===== src/rtl/vga_timing_if.sv =====
// Bundle of score-write inputs and timing/score outputs of the VGA timing generator.
//   master : the timing generator (takes the score writes, drives the timing and scores)
//   slave  : the consumer (pixel generator or bench); it drives the score writes
interface vga_timing_if;
  logic       score_we;     // single-cycle score write strobe
  logic [3:0] score0_in;    // right digit, legal 0..9
  logic [3:0] score1_in;    // left digit, legal 0..9
  logic [9:0] h_cnt;        // current pixel column
  logic [9:0] v_cnt;        // current line
  logic       valid;        // inside the visible area
  logic       hsync;        // active-low horizontal sync
  logic       vsync;        // active-low vertical sync
  logic [3:0] score0;       // frame-stable right digit
  logic [3:0] score1;       // frame-stable left digit
  logic       pix_en;       // one-clk pulse per pixel
  logic       frame_start;  // one-clk pulse when counters become (0,0)
  logic [7:0] frame_cnt;    // frames since reset, wraps

  modport master (
    input  score_we, score0_in, score1_in,
    output h_cnt, v_cnt, valid, hsync, vsync, score0, score1, pix_en, frame_start, frame_cnt
  );

  modport slave (
    output score_we, score0_in, score1_in,
    input  h_cnt, v_cnt, valid, hsync, vsync, score0, score1, pix_en, frame_start, frame_cnt
  );
endinterface


===== src/rtl/vga_timing_gen.sv =====
// VGA raster timing generator with frame-synchronous score staging.
// Divides clk by CLK_DIV to the pixel rate, walks h_cnt/v_cnt over the full raster and
// registers valid/hsync/vsync alongside the counters. Score writes land in pending
// registers and reach score0/score1 only on the frame-boundary edge.
// Ports:
//   clk   : system clock, rising edge
//   rst_n : asynchronous active-low reset
//   bus   : vga_timing_if.master (score write inputs; timing, score and pulse outputs)
module vga_timing_gen #(
  parameter int unsigned CLK_DIV = 4,
  parameter int unsigned H_VIS   = 640,
  parameter int unsigned H_FP    = 16,
  parameter int unsigned H_SYNC  = 96,
  parameter int unsigned H_BP    = 48,
  parameter int unsigned V_VIS   = 480,
  parameter int unsigned V_FP    = 10,
  parameter int unsigned V_SYNC  = 2,
  parameter int unsigned V_BP    = 33
) (
  input logic         clk,
  input logic         rst_n,
  vga_timing_if.master bus
);

  localparam int unsigned H_TOT = H_VIS + H_FP + H_SYNC + H_BP;
  localparam int unsigned V_TOT = V_VIS + V_FP + V_SYNC + V_BP;
  localparam int unsigned DIV_W = (CLK_DIV > 1) ? $clog2(CLK_DIV) : 1;

  localparam logic [DIV_W-1:0] DIV_LAST = DIV_W'(CLK_DIV - 1);
  localparam logic [9:0] H_LAST    = 10'(H_TOT - 1);
  localparam logic [9:0] V_LAST    = 10'(V_TOT - 1);
  localparam logic [9:0] H_VIS_C   = 10'(H_VIS);
  localparam logic [9:0] V_VIS_C   = 10'(V_VIS);
  localparam logic [9:0] HS_FIRST  = 10'(H_VIS + H_FP);
  localparam logic [9:0] HS_LAST   = 10'(H_VIS + H_FP + H_SYNC - 1);
  localparam logic [9:0] VS_FIRST  = 10'(V_VIS + V_FP);
  localparam logic [9:0] VS_LAST   = 10'(V_VIS + V_FP + V_SYNC - 1);
  localparam logic [3:0] SCORE_MAX = 4'd9;

  logic [DIV_W-1:0] r_div_cnt;
  logic [9:0]       r_h_cnt;
  logic [9:0]       r_v_cnt;
  logic             r_valid;
  logic             r_hsync;
  logic             r_vsync;
  logic [3:0]       r_pend0;
  logic [3:0]       r_pend1;
  logic [3:0]       r_score0;
  logic [3:0]       r_score1;
  logic             r_pix_en;
  logic             r_frame_start;
  logic [7:0]       r_frame_cnt;

  logic       w_adv;
  logic       w_h_last;
  logic       w_v_last;
  logic       w_frame;
  logic [9:0] w_h_nxt;
  logic [9:0] w_v_nxt;
  logic [3:0] w_pend0_nxt;
  logic [3:0] w_pend1_nxt;

  always_comb begin
    w_adv    = (r_div_cnt == DIV_LAST);
    w_h_last = (r_h_cnt == H_LAST);
    w_v_last = (r_v_cnt == V_LAST);
    w_frame  = w_adv && w_h_last && w_v_last;

    w_h_nxt = w_h_last ? 10'd0 : r_h_cnt + 10'd1;
    w_v_nxt = r_v_cnt;
    if (w_h_last) begin
      w_v_nxt = w_v_last ? 10'd0 : r_v_cnt + 10'd1;
    end

    // Out-of-range digits are dropped per digit; the other digit still loads.
    w_pend0_nxt = r_pend0;
    w_pend1_nxt = r_pend1;
    if (bus.score_we) begin
      if (bus.score0_in <= SCORE_MAX) w_pend0_nxt = bus.score0_in;
      if (bus.score1_in <= SCORE_MAX) w_pend1_nxt = bus.score1_in;
    end
  end

  always_ff @(posedge clk or negedge rst_n) begin
    if (!rst_n) begin
      r_div_cnt     <= '0;
      r_h_cnt       <= '0;
      r_v_cnt       <= '0;
      r_valid       <= 1'b0;
      r_hsync       <= 1'b1;
      r_vsync       <= 1'b1;
      r_pend0       <= '0;
      r_pend1       <= '0;
      r_score0      <= '0;
      r_score1      <= '0;
      r_pix_en      <= 1'b0;
      r_frame_start <= 1'b0;
      r_frame_cnt   <= '0;
    end else begin
      r_pix_en      <= w_adv;
      r_frame_start <= w_frame;
      r_pend0       <= w_pend0_nxt;
      r_pend1       <= w_pend1_nxt;

      if (w_adv) begin
        r_div_cnt <= '0;
        r_h_cnt   <= w_h_nxt;
        r_v_cnt   <= w_v_nxt;
        // Decoded from the new counter values so they line up with h_cnt/v_cnt.
        r_valid   <= (w_h_nxt < H_VIS_C) && (w_v_nxt < V_VIS_C);
        r_hsync   <= !((w_h_nxt >= HS_FIRST) && (w_h_nxt <= HS_LAST));
        r_vsync   <= !((w_v_nxt >= VS_FIRST) && (w_v_nxt <= VS_LAST));
      end else begin
        r_div_cnt <= r_div_cnt + DIV_W'(1);
      end

      // Next-pending values are used so a write on the boundary edge bypasses straight out.
      if (w_frame) begin
        r_frame_cnt <= r_frame_cnt + 8'd1;
        r_score0    <= w_pend0_nxt;
        r_score1    <= w_pend1_nxt;
      end
    end
  end

  assign bus.h_cnt       = r_h_cnt;
  assign bus.v_cnt       = r_v_cnt;
  assign bus.valid       = r_valid;
  assign bus.hsync       = r_hsync;
  assign bus.vsync       = r_vsync;
  assign bus.score0      = r_score0;
  assign bus.score1      = r_score1;
  assign bus.pix_en      = r_pix_en;
  assign bus.frame_start = r_frame_start;
  assign bus.frame_cnt   = r_frame_cnt;

endmodule


===== src/flat_wrapper.sv =====
// flat-port wrapper written by rule: the top's interface ports become plain ports
module vga_timing_gen_flat 
#(
  parameter int unsigned CLK_DIV = 4,
  parameter int unsigned H_VIS   = 640,
  parameter int unsigned H_FP    = 16,
  parameter int unsigned H_SYNC  = 96,
  parameter int unsigned H_BP    = 48,
  parameter int unsigned V_VIS   = 480,
  parameter int unsigned V_FP    = 10,
  parameter int unsigned V_SYNC  = 2,
  parameter int unsigned V_BP    = 33
)
  (clk, rst_n, bus_score_we, bus_score0_in, bus_score1_in, bus_h_cnt, bus_v_cnt, bus_valid, bus_hsync, bus_vsync, bus_score0, bus_score1, bus_pix_en, bus_frame_start, bus_frame_cnt);
  vga_timing_if bus_i ();
  input logic clk;
  input logic rst_n;
  input wire logic [$bits(bus_i.score_we)-1:0] bus_score_we;
  input wire logic [$bits(bus_i.score0_in)-1:0] bus_score0_in;
  input wire logic [$bits(bus_i.score1_in)-1:0] bus_score1_in;
  output wire logic [$bits(bus_i.h_cnt)-1:0] bus_h_cnt;
  output wire logic [$bits(bus_i.v_cnt)-1:0] bus_v_cnt;
  output wire logic [$bits(bus_i.valid)-1:0] bus_valid;
  output wire logic [$bits(bus_i.hsync)-1:0] bus_hsync;
  output wire logic [$bits(bus_i.vsync)-1:0] bus_vsync;
  output wire logic [$bits(bus_i.score0)-1:0] bus_score0;
  output wire logic [$bits(bus_i.score1)-1:0] bus_score1;
  output wire logic [$bits(bus_i.pix_en)-1:0] bus_pix_en;
  output wire logic [$bits(bus_i.frame_start)-1:0] bus_frame_start;
  output wire logic [$bits(bus_i.frame_cnt)-1:0] bus_frame_cnt;
  assign bus_i.score_we = bus_score_we;
  assign bus_i.score0_in = bus_score0_in;
  assign bus_i.score1_in = bus_score1_in;
  assign bus_h_cnt = bus_i.h_cnt;
  assign bus_v_cnt = bus_i.v_cnt;
  assign bus_valid = bus_i.valid;
  assign bus_hsync = bus_i.hsync;
  assign bus_vsync = bus_i.vsync;
  assign bus_score0 = bus_i.score0;
  assign bus_score1 = bus_i.score1;
  assign bus_pix_en = bus_i.pix_en;
  assign bus_frame_start = bus_i.frame_start;
  assign bus_frame_cnt = bus_i.frame_cnt;
  vga_timing_gen #(.CLK_DIV(CLK_DIV), .H_VIS(H_VIS), .H_FP(H_FP), .H_SYNC(H_SYNC), .H_BP(H_BP), .V_VIS(V_VIS), .V_FP(V_FP), .V_SYNC(V_SYNC), .V_BP(V_BP)) u_core (.clk(clk), .rst_n(rst_n), .bus(bus_i));
endmodule

===== config.mk =====
export PLATFORM = sky130hd
export DESIGN_NAME = vga_timing_gen_flat
export DESIGN_NICKNAME = d
export VERILOG_FILES = /design/src/rtl/vga_timing_if.sv /design/src/rtl/vga_timing_gen.sv /design/src/flat_wrapper.sv
export SDC_FILE = /design/constraint.sdc
export NUM_CORES = 1
export LEC_CHECK = 0
export ABC_AREA = 1
export CORE_MARGIN = 4
export CORE_UTILIZATION = 47
export DETAILED_ROUTE_END_ITERATION = 8
export PLACE_DENSITY = 0.76
export SETUP_SLACK_MARGIN = 0.4
export SYNTH_ARGS = -nofsm -noshare
export SYNTH_HDL_FRONTEND = slang
export SYNTH_SLANG_ARGS = --single-unit
export TNS_END_PERCENT = 30

===== constraint.sdc =====
create_clock -name clk -period 1.53 [get_ports clk]
set_input_delay 0.306 -clock clk [delete_from_list [all_inputs] [get_ports clk]]
set_output_delay 0.306 -clock clk [all_outputs]
set_load 0.02 [all_outputs]

==> metrics.md, run 1 <==
| Metric | Value |
|---|---|
| Maxcap violations | `0` |
| Gate Count Post-Synth | `369` |
| CP endpoint kind | `flip-flop` |
| RSZ-0062 raised after global routing | `yes` |
| Grt met1 use | `0.2917` |
| Min Tclk post-route | `1712 ps` |
| Final WL | `roughly 8600 um` |
| DPL Wire Length | `5463 um` |
| Min-delay worst type | `input pin to flip-flop` |
| Die area | `about 7300 sq um` |
| Core area | `~5700 sq um` |
| Final setup vio count | `26` |
| Worst-Margin Slew | `397.5 ps` |
| Yosys top cell area share | `0.4340` |
| # port buffers | `51` |
| Largest net degree at the start of global routing | `52` |
| Failing checks | `setup timing` |
| Crit path to | `u_core.bus.valid$_DFFE_PN0P_` |
| Avg Cell Area, Syn | `7.656 sq um` |
| Die Ht | `between 80 and 90 um` |
| # IOs | `between 50 and 60` |
| Critical path startpoint category | `flip-flop` |
| Biggest cell delay along the critical path | `approximately 400 ps` |
| # rows | `27` |
| Total track usage | `0.2287` |
| Crit path max fanout | `7` |
| WS Path Type | `flip-flop to flip-flop` |
| FF-to-FF setup slack | `-180 ps` |
| Worst skew pair latency | `approximately 310 ps` |
| # H-tree levels | `2` |
| Synth area leaders | `dfrtp_1, nand2_1, nor2_1` |
| TNS Setup | `-2131 ps` |
| WP buf/inv | `2` |
| Pins over their slew limit | `0` |
| DR vias | `approximately 2900` |
| Pleak | `~2.2 nW` |
| FF+latch count, synth | `51` |
| Count of cell types in the netlist | `34` |
| Seq/Total Area, Yosys | `0.4526` |
| Synth warn | `0` |
| Status | `complete, but fails checks` |
| Grt ovf | `0` |
| Crit. Startpoint | `u_core.bus.h_cnt[5]$_DFFE_PN0P_` |
| Slew headroom | `0.7322` |
| Slowest-stage cell, CP | `dfrtp_1` |
| Chip width | `between 80 and 90 um` |
| Clock transition at path regs | `about 100 ps` |
| Drt initial violations | `roughly 170` |
| Wire length per cell | `approximately 15 um` |
| TritonRoute pass-1 iters | `4` |
| Non-Filler Instances | `approximately 560` |
| ANT nets after route | `0` |
| Leading area contributor after synthesis | `dfrtp_1` |
| Most Crowded Layer GR | `met2` |
| Hold slack | `363.2 ps` |
| Share of layout cells above drive strength 1 | `0.4257` |
| ANT cells | `0` |
| Worst Path Arrival | `1930 ps` |
| Layout fillers | `~350` |
| Internal | `roughly 2 mW` |
| Worst setup margin | `-182.0 ps` |
| Crit path depth | `13` |
| Root buffer cell | `clkbuf_8` |
| DR DRC count | `0` |
| Nets | `approximately 500` |
| Num CTS Buffers | `5` |
| Worst r2r dst | `u_core.bus.valid$_DFFE_PN0P_` |
| R2r startpoint | `u_core.bus.h_cnt[5]$_DFFE_PN0P_` |
| Via-per-instance ratio | `around 5.2` |
| CTS tree | `yes` |
| Area grow syn2layout | `57.93%` |
| Post-Syn Area | `roughly 2800 sq um` |
| Pwr Density | `565.6 nW/um^2` |
| Most frequent cells in the layout | `nand2_1, buf_6, buf_4` |
| CP most frequent cell | `nand2_1` |
| Critical Path RT | `roughly 1700 ps` |
| Placed Cells incl. Taps | `around 540` |
| Vias in the first global route | `2905` |
| Combinational share of power | `0.070` |
| Post-Syn Nets | `between 300 and 400` |
| GR Util met2 | `0.3983` |
| Clk sinks | `between 50 and 60` |
| Flop pwr share | `0.553` |
| Clock power share | `0.377` |
| Sw frac | `0.2277` |
| Fin crit share | `1.119` |
| Max VDD drop | `about 0.35 mV` |
| GRT met3 Usage | `0.03939` |
| P_sw | `~0.57 mW` |
| Reg2Reg Depth | `13` |
| Crit path max-delay family | `simple AND/OR/NAND/NOR gates` |
| Clock buffer depth | `2` |
| Clock skew | `10.27 ps` |
| Most common cell after layout, fill and taps aside | `nand2_1` |
| Fmax | `0.5841 GHz` |
| Initial antenna violation count | `0` |
| First-pass GRT wire length | `about 14000 um` |
| Critical path, cell by cell | `buf_4 -> buf_6 -> nand2_1 -> nor2_2 -> nand3b_1 -> nand2_1 -> nand2_1 -> nor2_4 -> nand2_1 -> nand2_1 -> nor2_1 -> nand2_1 -> nand2_1` |
| Initial Util | `0.4978` |
| Final GP Congestion | `between 0.9 and 1` |
| Final Hold Vio Count | `0` |
-- worst min-delay path: stages --
cell      delay (ps)
clkbuf_2         130
nand3_4          110
a21oi_1           80
-- stage by stage --
step / worst slack [ps] / util / instance area (sq um) / total power [mW]
after global placement: -169.5 / 0.6839 / 3881 / 1.560
after global routing: -298.2 / 0.7862 / 4462 / 2.605
after CTS: -123.9 / 0.7500 / 4257 / 2.517
final: -182.0 / 0.7862 / 4462 / 2.524
after detailed placement: -187.5 / 0.6839 / 3881 / 1.565
after floorplan: -65.42 / - / 2894 / 1.468
-- Yosys cell counts, drive strengths merged --
cell type,number
a31oi,1
nand3,28
xnor2,3
dfstp,2
xor2,5
o21bai,3
clkinv,1
ha,6
nand2,95
buf,2
nor2,68
nand3b,2
inv,49
clkbuf,4
dfrtp,49
nor3,4
o21ai,28
nand4,11
or3,1
mux2i,2
a21oi,4
o21a,1
-- routing by layer --
metal  wire [um]  share of wire
met5           0              0
met4         160          0.019
met3         490          0.057
met2        4411           0.51
met1        3518           0.41
-- area by class of cell --
| cell class | count | area (sq um) | share of cell area |
|---|---|---|---|
| clock buffer | 6 | 72.57 | 0.01626 |
| multi-input combinational | 262 | 1623 | 0.3637 |
| inverter | 50 | 192.7 | 0.04319 |
| clock inverter | 2 | 37.54 | 0.008413 |
| timing repair buffer | 120 | 1157 | 0.2594 |
| tap | 72 | 90.09 | 0.02019 |
| sequential | 51 | 1289 | 0.2888 |
-- cells by family after synthesis --
kind of cell             after synthesis  share of synthesized area
adder cells (fa/ha/maj)                6                    0.02657
multiplexers                           2                   0.007086
flip-flops                            51                     0.4526
AO/OA/AOI/OAI                         37                    0.06953
XOR/XNOR                               8                    0.02480
buffers and inverters                 56                    0.07883
AND/OR/NAND/NOR                      209                     0.3406
-- flip-flops by register name (all words and copies together), names as in the netlist --
name / count
u_core.bus.frame_cnt: 8
u_core.bus.frame_start: 1
u_core.bus.h_cnt: 10
u_core.bus.hsync: 1
u_core.bus.pix_en: 1
u_core.bus.score0: 4
u_core.bus.score1: 4
u_core.bus.v_cnt: 10
u_core.bus.valid: 1
u_core.bus.vsync: 1
u_core.r_div_cnt: 2
u_core.r_pend0: 4
u_core.r_pend1: 4
-- worst min-delay path by stage --
stage / startpoint / to / slack, ps / depth (start not counted)
after global routing: bus_score0_in[1] / u_core.r_pend0[3]$_DFF_PN0_ / 380 / 4
after floorplan: rst_n / u_core.bus.frame_cnt[0]$_DFFE_PN0P_ / 10 / 0
after global placement: rst_n / u_core.r_pend0[0]$_DFF_PN0_ / 320 / 2
after CTS: u_core.r_div_cnt[0]$_DFF_PN0_ / u_core.r_div_cnt[0]$_DFF_PN0_ / 450 / 1
after detailed placement: rst_n / u_core.r_pend0[2]$_DFF_PN0_ / 320 / 2
final: bus_score_we / u_core.r_pend0[3]$_DFF_PN0_ / 360 / 3
-- repair_timing --
item,in CTS,in global routing
endpoints found under the hold margin,49,0
pin swaps,24,20
endpoints found under the setup margin,87,85
gates resized for setup,282,59
setup buffers,8,5
hold buffers,1,0
-- power groups by stage --
stage          logic [mW]  clock network [mW]  registers [mW]
5_1_grt             0.196                1.01            1.40
3_3_place_gp        0.145                   0            1.42
2_1_floorplan      0.0444                   0            1.42
4_1_cts             0.165               0.958            1.39
3_5_place_dp        0.149                   0            1.42
6_report            0.176               0.952            1.40
(Power assumes the default switching activity.)
==> run 2: changes to the inputs <==
--- a/config.mk
+++ b/config.mk
@@ -5,7 +5,6 @@
 export SDC_FILE = /design/constraint.sdc
 export NUM_CORES = 1
 export LEC_CHECK = 0
-export ABC_AREA = 1
 export CORE_MARGIN = 4
 export CORE_UTILIZATION = 47
 export DETAILED_ROUTE_END_ITERATION = 8
==> metrics.md, run 2 <==
| Metric | Value |
|---|---|
| Critical path startpoint category | `flip-flop (unchanged)` |
| # IOs | `52 (unchanged)` |
| ANT cells | `0 (unchanged)` |
| RSZ-0062 raised after global routing | `yes (unchanged)` |
| Nets | `422 (was 507)` |
| Clock transition at path regs | `100 ps (about the same)` |
| Grt ovf | `0 (unchanged)` |
| Pleak | `1.953 nW (was 2.207 nW)` |
| WS Path Type | `flip-flop to flip-flop (unchanged)` |
| DR vias | `2669 (was 2946)` |
| Post-Syn Nets | `294 (was 386)` |
| Most frequent cells in the layout | `buf_4, buf_6, nand2_1, dfrtp_1, nor2_1 (was nand2_1, buf_6, buf_4)` |
| Post-Syn Area | `2704 sq um (was 2825 sq um)` |
| Synth warn | `0 (unchanged)` |
| Simple-Gate Fraction of Synth Area | `0.2119 (was 0.3406)` |
| # rows | `27 (unchanged)` |
| Final Hold Vio Count | `0 (unchanged)` |
| Total track usage | `0.2186 (was 0.2287)` |
| TNS Setup | `-6623 ps (was -2131 ps)` |
| Fmax | `0.5265 GHz (was 0.5841 GHz)` |
| Slowest-stage cell, CP | `dfrtp_2 (was dfrtp_1)` |
| TritonRoute pass-1 iters | `4 (unchanged)` |
| Crit path max fanout | `4 (was 7)` |
| Initial antenna violation count | `0 (unchanged)` |
| Largest net degree at the start of global routing | `39 (was 52)` |
| Chip width | `83.85 um (was 85.53 um)` |
| Slew headroom | `0.7366 (was 0.7322)` |
| Maxcap violations | `0 (unchanged)` |
| Clock skew | `9.225 ps (was 10.27 ps)` |
| Count of cell types in the netlist | `53 (was 34)` |
| Clock buffer depth | `2 (unchanged)` |
| Crit path max-delay family | `simple AND/OR/NAND/NOR gates (unchanged)` |
| Worst setup margin | `-369.3 ps (was -182.0 ps)` |
| Post-synthesis mux area share | `0.04072 (was 0.007086)` |
| CTS tree | `yes (unchanged)` |
| Layout fillers | `354 (unchanged)` |
| Final WL | `8161 um (was 8580 um)` |
| Most numerous cell in the Yosys netlist | `dfrtp_1 (was nand2_1)` |
| Yosys top cell area share | `0.4535 (was 0.4340)` |
| # H-tree levels | `2 (unchanged)` |
| Post-Synth Adder-Cell Area | `0.02776 (was 0.02657)` |
| Total power | `2.350 mW (was 2.524 mW)` |
| WP buf/inv | `2 (unchanged)` |
| Leading area contributor after synthesis | `dfrtp_1 (unchanged)` |
| Die area | `7030 sq um (was 7315 sq um)` |
| Gate Count Post-Synth | `277 (was 369)` |
| Post-synth top cells | `dfrtp_1, nand2_1, nor2_1 (was nand2_1, nor2_1, dfrtp_1)` |
| FF+latch count, synth | `51 (unchanged)` |
| Via-per-instance ratio | `5.584 (was 5.233)` |
| DR DRC count | `0 (unchanged)` |
| Drt initial violations | `136 (was 166)` |
| Failing checks | `setup timing (unchanged)` |
| Async SR Flop Fraction | `1.000 (unchanged)` |
| Post-synthesis compound-gate area fraction | `0.1370 (was 0.06953)` |
| Area grow syn2layout | `60.71% (was 57.93%)` |
| Most common cell after layout, fill and taps aside | `buf_4 (was nand2_1)` |
| CP endpoint kind | `flip-flop (unchanged)` |
| Share of layout cells above drive strength 1 | `0.4926 (was 0.4257)` |
| Primary FF master, synth | `dfrtp_1 (unchanged)` |
| Seq/Total Area, Yosys | `0.4729 (was 0.4526)` |
| Min-delay worst type | `input pin to flip-flop (unchanged)` |
| Pwr Density | `540.7 nW/um^2 (was 565.6 nW/um^2)` |
| Biggest cell delay along the critical path | `430 ps (was 390 ps)` |
| Wire length per cell | `17.07 um (was 15.24 um)` |
| Die Ht | `83.85 um (was 85.53 um)` |
| Worst Path Arrival | `2090 ps (was 1930 ps)` |
| ANT nets after route | `0 (unchanged)` |
| Synth area leaders | `dfrtp_1, nand2_1, xnor2_1 (was dfrtp_1, nand2_1, nor2_1)` |
| Root buffer cell | `clkbuf_8 (unchanged)` |
| Critical path, cell by cell | `inv_2 -> ha_4 -> nor3b_4 -> nand4_2 -> nor2_4 -> nand4_1 -> buf_4 -> xnor2_2 (was buf_4 -> buf_6 -> nand2_1 -> nor2_2 -> nand3b_1 -> nand2_1 -> nand2_1 -> nor2_4 -> nand2_1 -> nand2_1 -> nor2_1 -> nand2_1 -> nand2_1)` |
| Hold slack | `360.4 ps (was 363.2 ps)` |
| Num CTS Buffers | `5 (unchanged)` |
| Final setup vio count | `29 (was 26)` |
| First-pass GRT wire length | `12670 um (was 13570 um)` |
| Clock power share | `0.359 (was 0.377)` |
| Worst-Margin Slew | `391.5 ps (was 397.5 ps)` |
| DPL Wire Length | `5292 um (was 5463 um)` |
| Max VDD drop | `0.3580 mV (was 0.3514 mV)` |
| Clk sinks | `51 (unchanged)` |
| Fin crit share | `1.241 (was 1.119)` |
| Post-Synth XOR/XNOR Area | `0.05183 (was 0.02480)` |
| Largest family of logic cells by synthesized area | `simple AND/OR/NAND/NOR gates (unchanged)` |
| Min Tclk post-route | `1899 ps (was 1712 ps)` |
| P_sw | `0.5532 mW (was 0.5747 mW)` |
| Core area | `5540 sq um (was 5675 sq um)` |
| Final GP Congestion | `0.8387 (was 0.9571)` |
| Critical Path RT | `1720 ps (was 1740 ps)` |
| # port buffers | `51 (unchanged)` |
| Status | `complete, but fails checks (unchanged)` |
| Vias in the first global route | `2748 (was 2905)` |
| Initial Util | `0.4880 (was 0.4978)` |
| Pins over their slew limit | `0 (unchanged)` |
| Flop pwr share | `0.588 (was 0.553)` |
| Internal | `1.796 mW (was 1.949 mW)` |
| Sw frac | `0.2354 (was 0.2277)` |
| Post-synth EDFFs | `0 (unchanged)` |
| Combinational share of power | `0.053 (was 0.070)` |
| Avg Cell Area, Syn | `9.761 sq um (was 7.656 sq um)` |
| Worst skew pair latency | `310 ps (about the same)` |
-- run 2: cell types whose count changed after synthesis, sizes merged, moves of 5 or more --
cell / previous run / this run
a21oi: 4 / 9
a31oi: 1 / 12
buf: 2 / 11
inv: 49 / 11
mux2: 0 / 8
nand2: 95 / 41
nand3: 28 / 12
nor2: 68 / 25
o21ai: 28 / 19
xnor2: 3 / 11
-- run 2: what timing repair did --
action                     4_1_cts  5_1_grt
resized for setup              252       55
setup endpoints to repair       87       82
pin swaps                       12       22
hold endpoints to repair        13        0
hold buffers                     1        0
buffers inserted                 8       10
-- run 2: through the flow --
stage	cells	cell area, sq um	util	worst slack [ps]
after global routing	478	4345	0.7843	-437.2
final	478	4345	0.7843	-369.3
after floorplan	277	2781	-	-279.9
after detailed placement	451	3775	0.6813	-289.1
after CTS	468	4131	0.7457	-238.4
after global placement	451	3775	0.6813	-221.7
-- run 2: cell type report --
type                            instances  area, sq um  area share
Clock buffer                            6        82.58     0.01900
Clock inverter                          2        16.27    0.003743
Inverter                               12        45.04     0.01037
Multi-Input combinational cell        200         1538      0.3539
Sequential cell                        51         1292      0.2974
Tap cell                               72        90.09     0.02073
Timing Repair Buffer                  135         1281      0.2948
-- run 2: logic make-up (layout without fill, tap and decap cells) --
group,Yosys count,count (layout)
buf+inv,26,155
compound gates,57,57
xor+xnor,16,16
flops,51,51
simple gates,111,111
mux,10,10
fa+ha+maj,6,6
-- run 2: worst min-delay path, stage by stage --
cell and delay, ps:
dlymetal6s2s_1 140, nand2_1 80, a31oi_1 100
-- run 2: path summary, 6_finish.rpt --
| path | to | from | cells after the start | slack [ps] |
|---|---|---|---|---|
| max in group asynchronous | u_core.bus.hsync$_DFFE_PN1P_ | rst_n | 3 | 530 |
| min reg2reg | u_core.r_div_cnt[0]$_DFF_PN0_ | u_core.r_div_cnt[0]$_DFF_PN0_ | 1 | 500 |
| min in group asynchronous | u_core.bus.v_cnt[8]$_DFFE_PN0P_ | rst_n | 2 | 420 |
| max reg2reg | u_core.bus.frame_cnt[3]$_DFFE_PN0P_ | u_core.bus.v_cnt[1]$_DFFE_PN0P_ | 8 | -370 |
| max | u_core.bus.frame_cnt[3]$_DFFE_PN0P_ | u_core.bus.v_cnt[1]$_DFFE_PN0P_ | 8 | -370 |
| min | u_core.r_pend1[1]$_DFF_PN0_ | bus_score1_in[2] | 3 | 360 |
-- run 2: power by group through the flow --
| stage | sequential, mW | combinational, mW | clock (mW) |
|---|---|---|---|
| floorplan | 1.41 | 0.0464 | 0 |
| finish | 1.38 | 0.124 | 0.845 |
| global placement | 1.41 | 0.120 | 0 |
| CTS | 1.38 | 0.124 | 0.858 |
| global route | 1.38 | 0.137 | 0.917 |
| detailed placement | 1.41 | 0.125 | 0 |
-- run 2: layer usage --
layer  global-route usage  vias to the layer above  wire length [um]  part of all wire
met5                    0                        -                 0                 0
met4              0.06871                        0               138             0.017
met3              0.05232                       16               473             0.058
met2               0.3745                      103              4133              0.51
met1               0.2716                     1321              3415              0.42
li1                     -                     1229                 -                 -
